[src/rtl/assert_trk_pkg.sv]
// Shared types, defaults and bit-vector helpers for the assertion result tracker.
package assert_trk_pkg;

    typedef enum logic {RUN, HALTED} trk_state_e;

    localparam int unsigned DefaultCntW = 16;
    localparam int unsigned DefaultCycW = 32;

    // Index of the lowest set bit; 0 when the vector is empty.
    function automatic int lowest_set_idx(input logic [15:0] vec);
        int idx;
        idx = 0;
        for (int i = 15; i >= 0; i--) begin
            if (vec[i]) idx = i;
        end
        return idx;
    endfunction

    function automatic int unsigned count_ones(input logic [15:0] vec);
        int unsigned n;
        n = 0;
        for (int i = 0; i < 16; i++) begin
            n += {31'd0, vec[i]};
        end
        return n;
    endfunction

endpackage

[src/rtl/sat_counter.sv]
// Saturating up-counter with a programmable step, soft clear and synchronous active-low reset.
module sat_counter #(
    parameter int unsigned W = 16
) (
    input  logic         clk,
    input  logic         rst_n,
    input  logic         en,
    input  logic         clr,
    input  logic [W-1:0] inc,
    output logic [W-1:0] q
);

    logic [W-1:0] q_q, q_d;
    logic [W:0]   sum;

    always_comb begin
        sum = {1'b0, q_q} + {1'b0, inc};
        q_d = q_q;
        if (clr) begin
            q_d = '0;
        end else if (en) begin
            q_d = sum[W] ? '1 : sum[W-1:0];
        end
    end

    always_ff @(posedge clk) begin
        if (!rst_n) q_q <= '0;
        else        q_q <= q_d;
    end

    assign q = q_q;

endmodule

[src/rtl/assert_result_tracker.sv]
// Tallies per-check pass/fail results, latches the first failure and halts once the
// total-failure budget is reached; tallies are served through a one-cycle read port.
module assert_result_tracker
    import assert_trk_pkg::*;
#(
    parameter int unsigned NUM_CHK  = 3,
    parameter int unsigned CNT_W    = DefaultCntW,
    parameter int unsigned CYC_W    = DefaultCycW,
    parameter int unsigned MAX_FAIL = 4,
    parameter int unsigned IDX_W    = (NUM_CHK > 1) ? $clog2(NUM_CHK) : 1
) (
    input  logic               clk,
    input  logic               rst_n,
    input  logic [NUM_CHK-1:0] chk_valid,
    input  logic [NUM_CHK-1:0] chk_pass,
    input  logic               clear,
    input  logic               rd_req,
    input  logic [IDX_W-1:0]   rd_idx,
    output logic               rd_ack,
    output logic               rd_err,
    output logic [CNT_W-1:0]   rd_pass_cnt,
    output logic [CNT_W-1:0]   rd_fail_cnt,
    output logic               first_fail_vld,
    output logic [IDX_W-1:0]   first_fail_idx,
    output logic [CYC_W-1:0]   first_fail_cyc,
    output logic               any_fail,
    output logic               stop_req
);

    // Wide enough that total_fail can never saturate before the halt takes effect.
    localparam int unsigned TfW = $clog2(MAX_FAIL + NUM_CHK + 1);

    trk_state_e                    state_q, state_d;
    logic [NUM_CHK-1:0]            pass_vec, fail_vec;
    logic                          ev_en, halt;
    int unsigned                   nfail;
    logic [TfW:0]                  tf_sum;
    logic [TfW-1:0]                total_fail;
    logic [NUM_CHK-1:0][CNT_W-1:0] pass_cnt, fail_cnt;
    logic [CYC_W-1:0]              cyc_q, cyc_d;
    logic                          ff_vld_q, ff_vld_d, any_fail_q, any_fail_d;
    logic [IDX_W-1:0]              ff_idx_q, ff_idx_d;
    logic [CYC_W-1:0]              ff_cyc_q, ff_cyc_d;
    logic                          rd_ack_q, rd_ack_d, rd_err_q, rd_err_d;
    logic [CNT_W-1:0]              rd_pass_q, rd_pass_d, rd_fail_q, rd_fail_d;

    always_comb begin
        pass_vec = chk_valid & chk_pass;
        fail_vec = chk_valid & ~chk_pass;
        // Clear drops any events presented in the same cycle.
        ev_en    = (state_q == RUN) && !clear;
        nfail    = count_ones(16'(fail_vec));
        tf_sum   = {1'b0, total_fail} + (TfW + 1)'(nfail);
        halt     = ev_en && (tf_sum >= (TfW + 1)'(MAX_FAIL));
    end

    for (genvar i = 0; i < NUM_CHK; i++) begin : g_tally
        sat_counter #(.W(CNT_W)) u_pass (
            .clk   (clk),
            .rst_n (rst_n),
            .en    (ev_en && pass_vec[i]),
            .clr   (clear),
            .inc   (CNT_W'(1)),
            .q     (pass_cnt[i])
        );
        sat_counter #(.W(CNT_W)) u_fail (
            .clk   (clk),
            .rst_n (rst_n),
            .en    (ev_en && fail_vec[i]),
            .clr   (clear),
            .inc   (CNT_W'(1)),
            .q     (fail_cnt[i])
        );
    end

    sat_counter #(.W(TfW)) u_total_fail (
        .clk   (clk),
        .rst_n (rst_n),
        .en    (ev_en),
        .clr   (clear),
        .inc   (TfW'(nfail)),
        .q     (total_fail)
    );

    always_comb begin
        state_d = state_q;
        if (clear)     state_d = RUN;
        else if (halt) state_d = HALTED;

        cyc_d = (&cyc_q) ? cyc_q : cyc_q + CYC_W'(1);

        ff_vld_d   = ff_vld_q;
        ff_idx_d   = ff_idx_q;
        ff_cyc_d   = ff_cyc_q;
        any_fail_d = any_fail_q | (ev_en && (|fail_vec));
        if (clear) begin
            ff_vld_d   = 1'b0;
            ff_idx_d   = '0;
            ff_cyc_d   = '0;
            any_fail_d = 1'b0;
        end else if (ev_en && !ff_vld_q && (|fail_vec)) begin
            ff_vld_d = 1'b1;
            ff_idx_d = IDX_W'(lowest_set_idx(16'(fail_vec)));
            ff_cyc_d = cyc_q;
        end

        // Read data reflects the tallies before this cycle's updates or clear.
        rd_ack_d  = rd_req;
        rd_err_d  = 1'b0;
        rd_pass_d = rd_pass_q;
        rd_fail_d = rd_fail_q;
        if (rd_req) begin
            if (32'(rd_idx) < NUM_CHK) begin
                rd_pass_d = pass_cnt[rd_idx];
                rd_fail_d = fail_cnt[rd_idx];
            end else begin
                rd_err_d  = 1'b1;
                rd_pass_d = '0;
                rd_fail_d = '0;
            end
        end
    end

    always_ff @(posedge clk) begin
        if (!rst_n) begin
            state_q    <= RUN;
            cyc_q      <= '0;
            ff_vld_q   <= 1'b0;
            ff_idx_q   <= '0;
            ff_cyc_q   <= '0;
            any_fail_q <= 1'b0;
            rd_ack_q   <= 1'b0;
            rd_err_q   <= 1'b0;
            rd_pass_q  <= '0;
            rd_fail_q  <= '0;
        end else begin
            state_q    <= state_d;
            cyc_q      <= cyc_d;
            ff_vld_q   <= ff_vld_d;
            ff_idx_q   <= ff_idx_d;
            ff_cyc_q   <= ff_cyc_d;
            any_fail_q <= any_fail_d;
            rd_ack_q   <= rd_ack_d;
            rd_err_q   <= rd_err_d;
            rd_pass_q  <= rd_pass_d;
            rd_fail_q  <= rd_fail_d;
        end
    end

    assign rd_ack         = rd_ack_q;
    assign rd_err         = rd_err_q;
    assign rd_pass_cnt    = rd_pass_q;
    assign rd_fail_cnt    = rd_fail_q;
    assign first_fail_vld = ff_vld_q;
    assign first_fail_idx = ff_idx_q;
    assign first_fail_cyc = ff_cyc_q;
    assign any_fail       = any_fail_q;
    assign stop_req       = (state_q == HALTED);

endmodule
[config.mk]
export PLATFORM = sky130hd
export DESIGN_NAME = assert_result_tracker
export DESIGN_NICKNAME = d
export VERILOG_FILES = /design/src/rtl/assert_trk_pkg.sv /design/src/rtl/sat_counter.sv /design/src/rtl/assert_result_tracker.sv
export SDC_FILE = /design/constraint.sdc
export NUM_CORES = 1
export LEC_CHECK = 0
export CAP_MARGIN = 20
export CORE_MARGIN = 4
export CORE_UTILIZATION = 55
export CTS_BUF_LIST = sky130_fd_sc_hd__clkbuf_4
export DETAILED_ROUTE_END_ITERATION = 8
export DONT_BUFFER_PORTS = 1
export PLACE_DENSITY_LB_ADDON = 0.3
export SLEW_MARGIN = 20
export SYNTH_ARGS = -nofsm -noshare
export SYNTH_HDL_FRONTEND = slang
export SYNTH_SLANG_ARGS = --single-unit
[constraint.sdc]
create_clock -name clk -period 2.3 [get_ports clk]
set_input_delay 0.46 -clock clk [delete_from_list [all_inputs] [get_ports clk]]
set_output_delay 0.46 -clock clk [all_outputs]
set_load 0.01 [all_outputs]
==> flow_summary.yaml, run 1 <==
worst_setup_path:
  setup.worst_path.start_class: "flop"
  slowest_delay_ns: 0.65
  r2r_start: "stop_req$_SDFFE_PP0P_"
  cp_data_arrival_time_ns: 2.68
  slowest_stage: "or4b_4"
  crit_required_ns: 2.83
  cp_common_cell: "o21ai_0"
  worstPathMaxFanout: 9
  worstSetupEndpointType: "flop"
  path_class: "reg -> reg"
  crit_chain: "buf_4 -> or4b_4 -> nor3_1 -> o21ai_0 -> o21ai_0 -> nor2_1"
  crit_start: "stop_req$_SDFFE_PP0P_"
detailed_routing:
  drcViolationCount: 0
  avgViaCountPerCell: 5.94
  drtAntennaViolNets: 0
  wl_per_cell_um: 16.6
  first_pass_iters: 5
  drt_iter0_drc: 544
  drt_wl_total_um: 23200
  vias: 8319
placed_design:
  io_buffers: 0
  placed_area_um2: 9630
  routabilityCongestion: 0.909
  dp_hpwl_um: 16000
yosys:
  synth_area_um2: 9400
  synth_edf_count: 0
  syn_avg_cell_area_um2: 8.39
  ys_seq_area_share_pct: 43.0
  ys_seq_elements: 202
  syn_inst: 1121
  synth_cell_type_count: 59
  syn_nets: 1144
  async_reset_ff_share_pct: 0
  ys.flop_type: "dfxtp_1"
  yosys_warnings: 0
timing:
  finalMaxSlewViolations: 0
  finalHoldViolCount: 0
  clock.fmax_mhz: 465
  min_period_ns: 2.15
  setup_viol: 0
  clock_skew_ns: 0.0425
  rsz0062_at_grt: "no"
  tightest_slew_ns: 0.690
  timing.slew.headroom_pct: 53.8
  tns_ns: 0
  fin_crit_sh_pct: 93.5
final_layout:
  multi_input_comb_area_um2: 5040
  layout-drive-gt1-share_pct: 11.7
  register_area_um2: 4040
  finish.instance_area_um2: 10400
  final_common_cell: "dfxtp_1"
  final_cell_mix: "dfxtp_1, a21oi_1, nor2_1"
  fill_cells: 1449
  area_growth_pct: 10.4
  nets: 1165
  fin_util_pct: 62.4
cts:
  htree_levels: 2
  cts.sinks: 202
  cts-root-buf: "clkbuf_4"
  clk_pin_slew_worst_paths_ns: 0.07
  clockBufferDepth: 3
  cts_inserted_buffers: 53
  clk-insertion-delay-late_ns: 0.67
  cts_tree: "yes"
global_route:
  grt_start_max_net_pins: 63
  antenna_found_initial: 1
  grt_pass1_wl_um: 38200
  grt_remaining_overflow: 0
  grt_pass1_vias: 7681
  globalRouteTotalUtil_pct: 23.2
status:
  status: "finished, final reports clean"
floorplanning:
  ioPinCount: 83
  rows: 47
  die_w_um: 139
  core_um2: 16600
  die-area_um2: 19300
  start_util_pct: 56.5
  die_y_um: 139
power:
  p_per_area_nw_per_um2: 677
  p_leak_nw: 3.58
  worst_ir_drop_vdd_mv: 0.332
min_path:
  hp-class: "in -> reg"
  hold_start: "rd_idx[1]"
job:
  drv_cap: 0
==> sequential cells by signal, summed over array words and instances (netlist names) <==
signal,flops
g_tally.u_fail.q,48
g_tally.u_pass.q,48
cyc_q,32
first_fail_cyc,32
rd_fail_cnt,16
rd_pass_cnt,16
u_total_fail.q,3
first_fail_idx,2
any_fail,1
first_fail_vld,1
rd_ack,1
rd_err,1
stop_req,1
==> synth_stat cells, types with 2 or more instances <==
| library cell | instances | area, um2 |
|---|---|---|
| o221a_2 | 2 | 22.5 |
| and4bb_2 | 4 | 50.1 |
| buf_6 | 2 | 22.5 |
| a31o_2 | 2 | 17.5 |
| o21ai_0 | 34 | 170 |
| and4_1 | 20 | 175 |
| or3_1 | 6 | 37.5 |
| nand2b_1 | 7 | 43.8 |
| or4_1 | 6 | 45.0 |
| buf_1 | 2 | 7.51 |
| clkbuf_1 | 45 | 169 |
| nor3_1 | 23 | 115 |
| and3_1 | 21 | 131 |
| o211ai_1 | 2 | 15.0 |
| xnor2_1 | 33 | 289 |
| inv_1 | 16 | 60.1 |
| nor3_2 | 2 | 20.0 |
| buf_2 | 16 | 80.1 |
| or2_2 | 4 | 25.0 |
| nor4_4 | 2 | 42.5 |
| a31oi_1 | 17 | 106 |
| nand4_1 | 29 | 181 |
| and2_1 | 9 | 56.3 |
| nand2_1 | 116 | 435 |
| a41o_1 | 2 | 20.0 |
| mux2i_1 | 42 | 420 |
| nor2b_1 | 4 | 25.0 |
| nor2_1 | 130 | 488 |
| a21oi_1 | 142 | 711 |
| nor4_1 | 5 | 31.3 |
| a311oi_1 | 6 | 52.6 |
| xor2_1 | 33 | 289 |
| a211oi_1 | 45 | 338 |
| ha_1 | 10 | 125 |
| o31ai_1 | 2 | 15.0 |
| dfxtp_1 | 202 | 4040 |
| nand3_1 | 56 | 280 |
==> per-stage QoR <==
| step | power (mW) | worst slack, ns | hold WS [ns] | instances |
|---|---|---|---|---|
| 2_1_floorplan | 3.91 | 0.239 | 0.445 | 1121 |
| 3_3_place_gp | 3.94 | 0.113 | 0.475 | 1302 |
| 3_5_place_dp | 3.95 | 0.0284 | 0.487 | 1302 |
| 4_1_cts | 7.10 | 0.111 | 0.0107 | 1397 |
| 5_1_grt | 7.34 | 0.0770 | 0.00887 | 1400 |
| 6_report | 7.03 | 0.150 | 0.0615 | 1400 |
==> logic make-up (layout without fill, tap and decap cells) <==
group                      after synthesis  in the layout  share of synthesized area [%]
DFF                                    202            202                           43.0
AOI/OAI and AO/OA                      263            263                           16.5
xor gates and xnor gates                66             66                           6.15
buffers and inverters                   81            139                           3.61
and+or+nand+nor                        456            456                           24.7
muxes                                   42             42                           4.47
adders and majority gates               11             11                           1.54
other                                    0              1                              0
==> report_power, final <==
group | total (mW) | switching (mW) | internal (mW) | leakage (nW)
Combinational | 0.303 | 0.196 | 0.107 | 1.55
Sequential | 3.60 | 0.0569 | 3.54 | 1.63
Clock | 3.13 | 1.45 | 1.68 | 0.404
==> worst paths after layout <==
| kind | slack, ns | endpoint | depth (start not counted) |
|---|---|---|---|
| max | 0.15 | g_tally[2].u_fail.q[10]$_SDFFE_PP0P_ | 6 |
| min | 0.06 | rd_err$_SDFF_PN0_ | 1 |
| max reg2reg | 0.15 | g_tally[2].u_fail.q[10]$_SDFFE_PP0P_ | 6 |
| min reg2reg | 0.50 | first_fail_cyc[19]$_SDFFE_PP0P_ | 2 |
==> per-layer routing <==
metal	wire length (um)	up-vias	GRT usage [%]
met5	0	-	0
met1	10500	3889	31.6
li1	-	4090	-
met3	1730	36	5.79
met4	361	0	7.88
met2	10700	304	36.3
==> critical path: cells and delay by family, from the launching register on <==
family	cells	cell delay, ns
DFF	1	0.34
and+or+nand+nor	3	1.10
buffers and inverters	1	0.17
AOI/OAI and AO/OA	2	0.41
==> area by class of cell <==
type                       instances  share of cell area [%]
inverter                          16                   0.578
timing repair buffer              31                    2.77
sequential                       202                    38.9
antenna                            1                  0.0241
tap                              220                    2.65
multi-input combinational        838                    48.5
clock inverter                    13                   0.819
clock buffer                      79                    5.71
==> timing repair <==
action,4_1_cts,5_1_grt
gates resized for setup,0,1
setup buffers,0,0
hold buffers,3,2
setup endpoints to repair,0,1
endpoints found under the hold margin,40,2
(Power assumes the default switching activity.)
==> run 2, diff against run 1 <==
--- a/config.mk
+++ b/config.mk
@@ -15,4 +15,5 @@
 export SLEW_MARGIN = 20
 export SYNTH_ARGS = -nofsm -noshare
 export SYNTH_HDL_FRONTEND = slang
+export SYNTH_HIERARCHICAL = 1
 export SYNTH_SLANG_ARGS = --single-unit
==> flow_summary.yaml, run 2 <==
yosys:
  netlist_top_cells_area: "dfxtp_1, ha_1, a21oi_1, o21ai_0, xnor2_1"
  ys_seq_elements: 202
  syn_inst: 1501
  async_reset_ff_share_pct: 0
  synth_cell_type_count: 72
  synth_top_area_share_pct: 31.4
  synth_most_common_cell: "dfxtp_1"
  syn_avg_cell_area_um2: 8.58
  synth_largest_area_cell: "dfxtp_1"
  ys.flop_type: "dfxtp_1"
  synth_area_um2: 12900
  synth_edf_count: 0
  synth_commonest_cells: "dfxtp_1, a21oi_1, nor2_1, nand2_1, o21ai_0"
  ys_seq_area_share_pct: 31.4
  yosys_warnings: 6
timing:
  timing.slew.headroom_pct: 65.9
  finalMaxSlewViolations: 0
  clock_skew_ns: 0.0293
  setup_viol: 4
  worst_slack_ns: -0.00857
  finalHoldViolCount: 0
  rsz0062_at_grt: "yes"
  min_period_ns: 2.31
  clock.fmax_mhz: 433
  fin_crit_sh_pct: 100
  tightest_slew_ns: 0.510
final_layout:
  fin_util_pct: 64.5
  multi_input_comb_area_um2: 8820
  fill_cells: 2029
  instances_no_fill: 2009
  final_cell_mix: "dfxtp_1, a21oi_1, nor2_1"
  register_area_um2: 4050
  nets: 1777
  area_growth_pct: 14.4
  layout-drive-gt1-share_pct: 17.8
  finish.instance_area_um2: 14700
  final_common_cell: "dfxtp_1"
cts:
  cts_inserted_buffers: 55
  cts.sinks: 202
  clk-insertion-delay-late_ns: 0.68
  clockBufferDepth: 3
  cts-root-buf: "clkbuf_4"
  clk_pin_slew_worst_paths_ns: 0.06
  htree_levels: 2
  cts_tree: "yes"
detailed_routing:
  avgViaCountPerCell: 5.69
  drt_iter0_drc: 587
  first_pass_iters: 5
  wl_per_cell_um: 16.4
  drtAntennaViolNets: 0
  drcViolationCount: 0
  vias: 11400
  drt_wl_total_um: 32900
floorplanning:
  start_util_pct: 56.4
  rows: 55
  die_y_um: 161
  ioPinCount: 83
  die_w_um: 161
  core_um2: 22800
  die-area_um2: 25900
placed_design:
  routabilityCongestion: 0.890
  placed_area_um2: 13900
  dp_hpwl_um: 23500
  io_buffers: 0
  dp_slack_ns: -0.0641
  place_inst: 1904
worst_setup_path:
  worstSetupEndpointType: "flop"
  crit_required_ns: 2.86
  setup.worst_path.start_class: "flop"
  path_class: "reg -> reg"
  cp_data_arrival_time_ns: 2.87
  worstPathMaxFanout: 7
  slowest_delay_ns: 0.38
  cp_common_cell: "a21oi_4"
  crit_chain: "ha_4 -> fa_2 -> a21o_1 -> a221o_2 -> a31oi_4 -> a21oi_4 -> nor2_4 -> buf_12 -> a21oi_4"
  slowest_stage: "fa_2"
min_path:
  hp-class: "in -> reg"
power:
  p_per_area_nw_per_um2: 544
  p_total_mw: 8.02
  p_leak_nw: 6.13
  worst_ir_drop_vdd_mv: 0.280
status:
  violations: "negative setup slack"
  status: "complete, but fails checks"
global_route:
  grt_pass1_wl_um: 53700
  antenna_found_initial: 1
  grt_remaining_overflow: 0
  grt_start_max_net_pins: 66
  grt_pass1_vias: 11000
  globalRouteTotalUtil_pct: 24.6
job:
  drv_cap: 0
## run 2: cell types whose count changed after synthesis, sizes merged, moves of 17 or more
cell	delta
nand3	-24
ha	+91
xnor2	+33
a21oi	+80
nor2b	+21
nor3	-17
o211ai	+17
o21ai	+106
a21o	+38
## run 2: power breakdown
group	internal, mW	switching [mW]
logic	0.460	0.699
registers	3.59	0.100
clock network	1.66	1.51
## run 2: cell type report
cell class / instances / share of cell area (%)
Clock buffer: 84 / 4.28
Timing Repair Buffer: 70 / 4.53
Multi-Input combinational cell: 1296 / 59.9
Inverter: 31 / 0.790
Antenna cell: 1 / 0.0170
Sequential cell: 202 / 27.5
Tap cell: 313 / 2.66
Clock inverter: 12 / 0.408
## run 2: metrics by stage
stage	hold WS, ns	setup TNS (ns)
floorplan	0.448	0
global placement	0.475	-0.217
detailed placement	0.475	-0.760
CTS	0.00187	0
global route	0.00617	-0.731
finish	0.0461	-0.0194
## run 2: worst max-delay path: cells and delay by family (launching register included)
kind	cells	cell delay, ns
adders and majority gates	2	0.54
buffers and inverters	1	0.18
DFF	1	0.34
and+or+nand+nor	1	0.17
AOI/OAI and AO/OA	5	0.95
## run 2: cell families (layout without fill, tap and decap cells)
logic type | count (synthesis) | count (layout) | share of synthesized area, %
compound gates | 508 | 508 | 26.7
simple gates | 450 | 450 | 18.1
flops | 202 | 202 | 31.4
fa+ha+maj | 109 | 109 | 11.1
buf+inv | 104 | 197 | 3.85
xor+xnor | 92 | 92 | 6.25
mux | 34 | 34 | 2.64
other cells | 2 | 104 | 0.0583
## run 2: final timing paths
kind                                            start                                   end  slack [ns]  cells after the start
setup / recovery  g_tally[2].u_pass/q[0]$_SDFFE_PP0P_  g_tally[2].u_pass/q[11]$_SDFFE_PP0P_      -0.009                      9
hold / removal                              rd_idx[0]           rd_pass_cnt[7]$_SDFFE_PN0P_        0.05                      3
setup reg to reg  g_tally[2].u_pass/q[0]$_SDFFE_PP0P_  g_tally[2].u_pass/q[11]$_SDFFE_PP0P_      -0.009                      9
hold reg to reg                 cyc_q[8]$_SDFFE_PN0N_        first_fail_cyc[8]$_SDFFE_PP0P_        0.48                      2
## run 2: timing repair
action	in CTS	in global routing
gates resized for setup	5	16
hold buffers	6	0
buffers inserted	1	1
pin swaps	4	8
setup endpoints to repair	22	77
hold endpoints to repair	42	0
## run 2: per-layer routing
layer / global-route usage (%) / vias up / part of all wire, %
li1: - / 5700 / -
met1: 32.8 / 5382 / 45
met5: 0 / - / 0
met3: 5.18 / 47 / 7.0
met2: 40.6 / 309 / 46
met4: 6.86 / 0 / 1.7
==> RTL change, RTL diff (settings of run 2) <==
Reset style: asynchronous (`rst_n`), changed in 2 clocked blocks. Comments in the files are not updated.
--- a/src/rtl/sat_counter.sv
+++ b/src/rtl/sat_counter.sv
@@ -24,5 +24,5 @@
     end
 
-    always_ff @(posedge clk) begin
+    always_ff @(posedge clk or negedge rst_n) begin
         if (!rst_n) q_q <= '0;
         else        q_q <= q_d;
--- a/src/rtl/assert_result_tracker.sv
+++ b/src/rtl/assert_result_tracker.sv
@@ -122,5 +122,5 @@
     end
 
-    always_ff @(posedge clk) begin
+    always_ff @(posedge clk or negedge rst_n) begin
         if (!rst_n) begin
             state_q    <= RUN;
Check against the original RTL: differs if rst_n is asserted again (counterexample within 4 cycles, from zero or initial values and one cycle with rst_n low); with rst_n held inactive, the same outputs for 4 cycles.
==> RTL change against run 2 <==
- the run ends with hold timing, setup timing left
- worst setup slack improved by 0.0012 ns
- critical path depth is 1 lower
- synthesized area rose by 11%
- hold slack got worse by 0.62 ns
- wire length is 12% higher
- critical path type unchanged
- cell area is 13% higher
- clock skew grew 0.031 ns
- non-clock buffer count rose by 37
- sequential cell count unchanged
- synthesized cell count rose by 3.4%
Power is not compared: it rests on default switching activity, and its combinational part moved more than twofold at a synthesized area within 25%.
==> RTL change: results (changes against run 2) <==
metric,value,unit,change
fraction_of_final_layout_cells_with_drive_strength_greater_than_1,17.9,%,+0.13 points
cts.hold.buffers_added,22,,+16
wl_met3,1980,um,-14%
status,finished with violations,,
highest-signal-layer,met5,,
grt_use_met2,41.3,%,+0.76 points
multiplexer_share_of_the_synthesized_area,2.30,%,-0.34 points
r2r-start,g_tally[2].u_fail/q[0],,
synth.distinct_cells,80,,+11%
slew-limit-headroom,53.2,%,-13 points
grt_pass1_vias,12200,,+11%
wl_per_cell,17.6,um,+7.4%
setup_violations,2,,-2
netlist_instances,1552,,+3.4%
fin_worst_hold_slack,-0.573,ns,-0.619 ns
preCtsSetupSlack,-0.0725,ns,-0.00840 ns
met2WireLength,17800,um,+17%
final_cell_count_no_fill,2103,,+4.7%
biggest_area_contributors_in_the_synthesized_netlist,"dfrtp_1 (35%), ha_1 (8.8%), nor2_1 (5.2%)",,
post_synth_xor_area_fraction,5.74,%,-0.52 points
place_inst,1973,,+3.6%
viasPerCell,5.94,,+4.3%
dr.first_iter.drc_count,993,,+69%
post-route-worst-setup-slack,-0.00736,ns,+0.00121 ns
post_dp_cell_area,0.0154,mm2,+11%
critical_path.max_stage_delay,0.41,ns,+0.03 ns
class_of_the_tightest_hold_or_removal_check,primary input to asynchronous set/reset pin,,
report.final.hold_viol_count,282,,+282
global_route_wire_length_before_repair,59500,um,+11%
final_nets,1859,,+4.6%
synth-compound-area-share,25.2,%,-1.5 points
failed_checks,"hold timing, setup timing",,
clock_insertion_delay_worst_skew,0.72,ns,+0.04 ns
post-dp-hpwl,24900,um,+5.7%
RTL change: changes by cell type in the layout (fill, tap and decap cells not counted), moves of 17 or more:
cell / run 2 / this run
a211oi_2: 1 / 65
o21ai_0: 123 / 80
a21oi_2: 65 / 8
dlygate4sd3_1: 5 / 26
nand2_1: 126 / 74
dfrtp_1: 0 / 202
nand3b_1: 7 / 36
nor2_1: 129 / 200
dfxtp_1: 201 / 0
a21o_1: 39 / 21
buf_4: 51 / 68
inv_1: 30 / 68
RTL change: report_power, final:
group / leakage [nW] / switching, mW / internal (mW)
registers: 2.71 / 0.234 / 3.75
clock network: 0.388 / 1.56 / 1.55
logic: 4.29 / 1.36 / 1.03
RTL change: layout make-up:
class	instances	area [um2]
multi-input cells	1305	9290
repair buffers	107	995
well taps	330	413
clock buffers	78	586
flip-flops and latches	202	5050
clock inverters	12	61.3
diodes	1	2.50
inverters	68	255
fillers	2069	8750
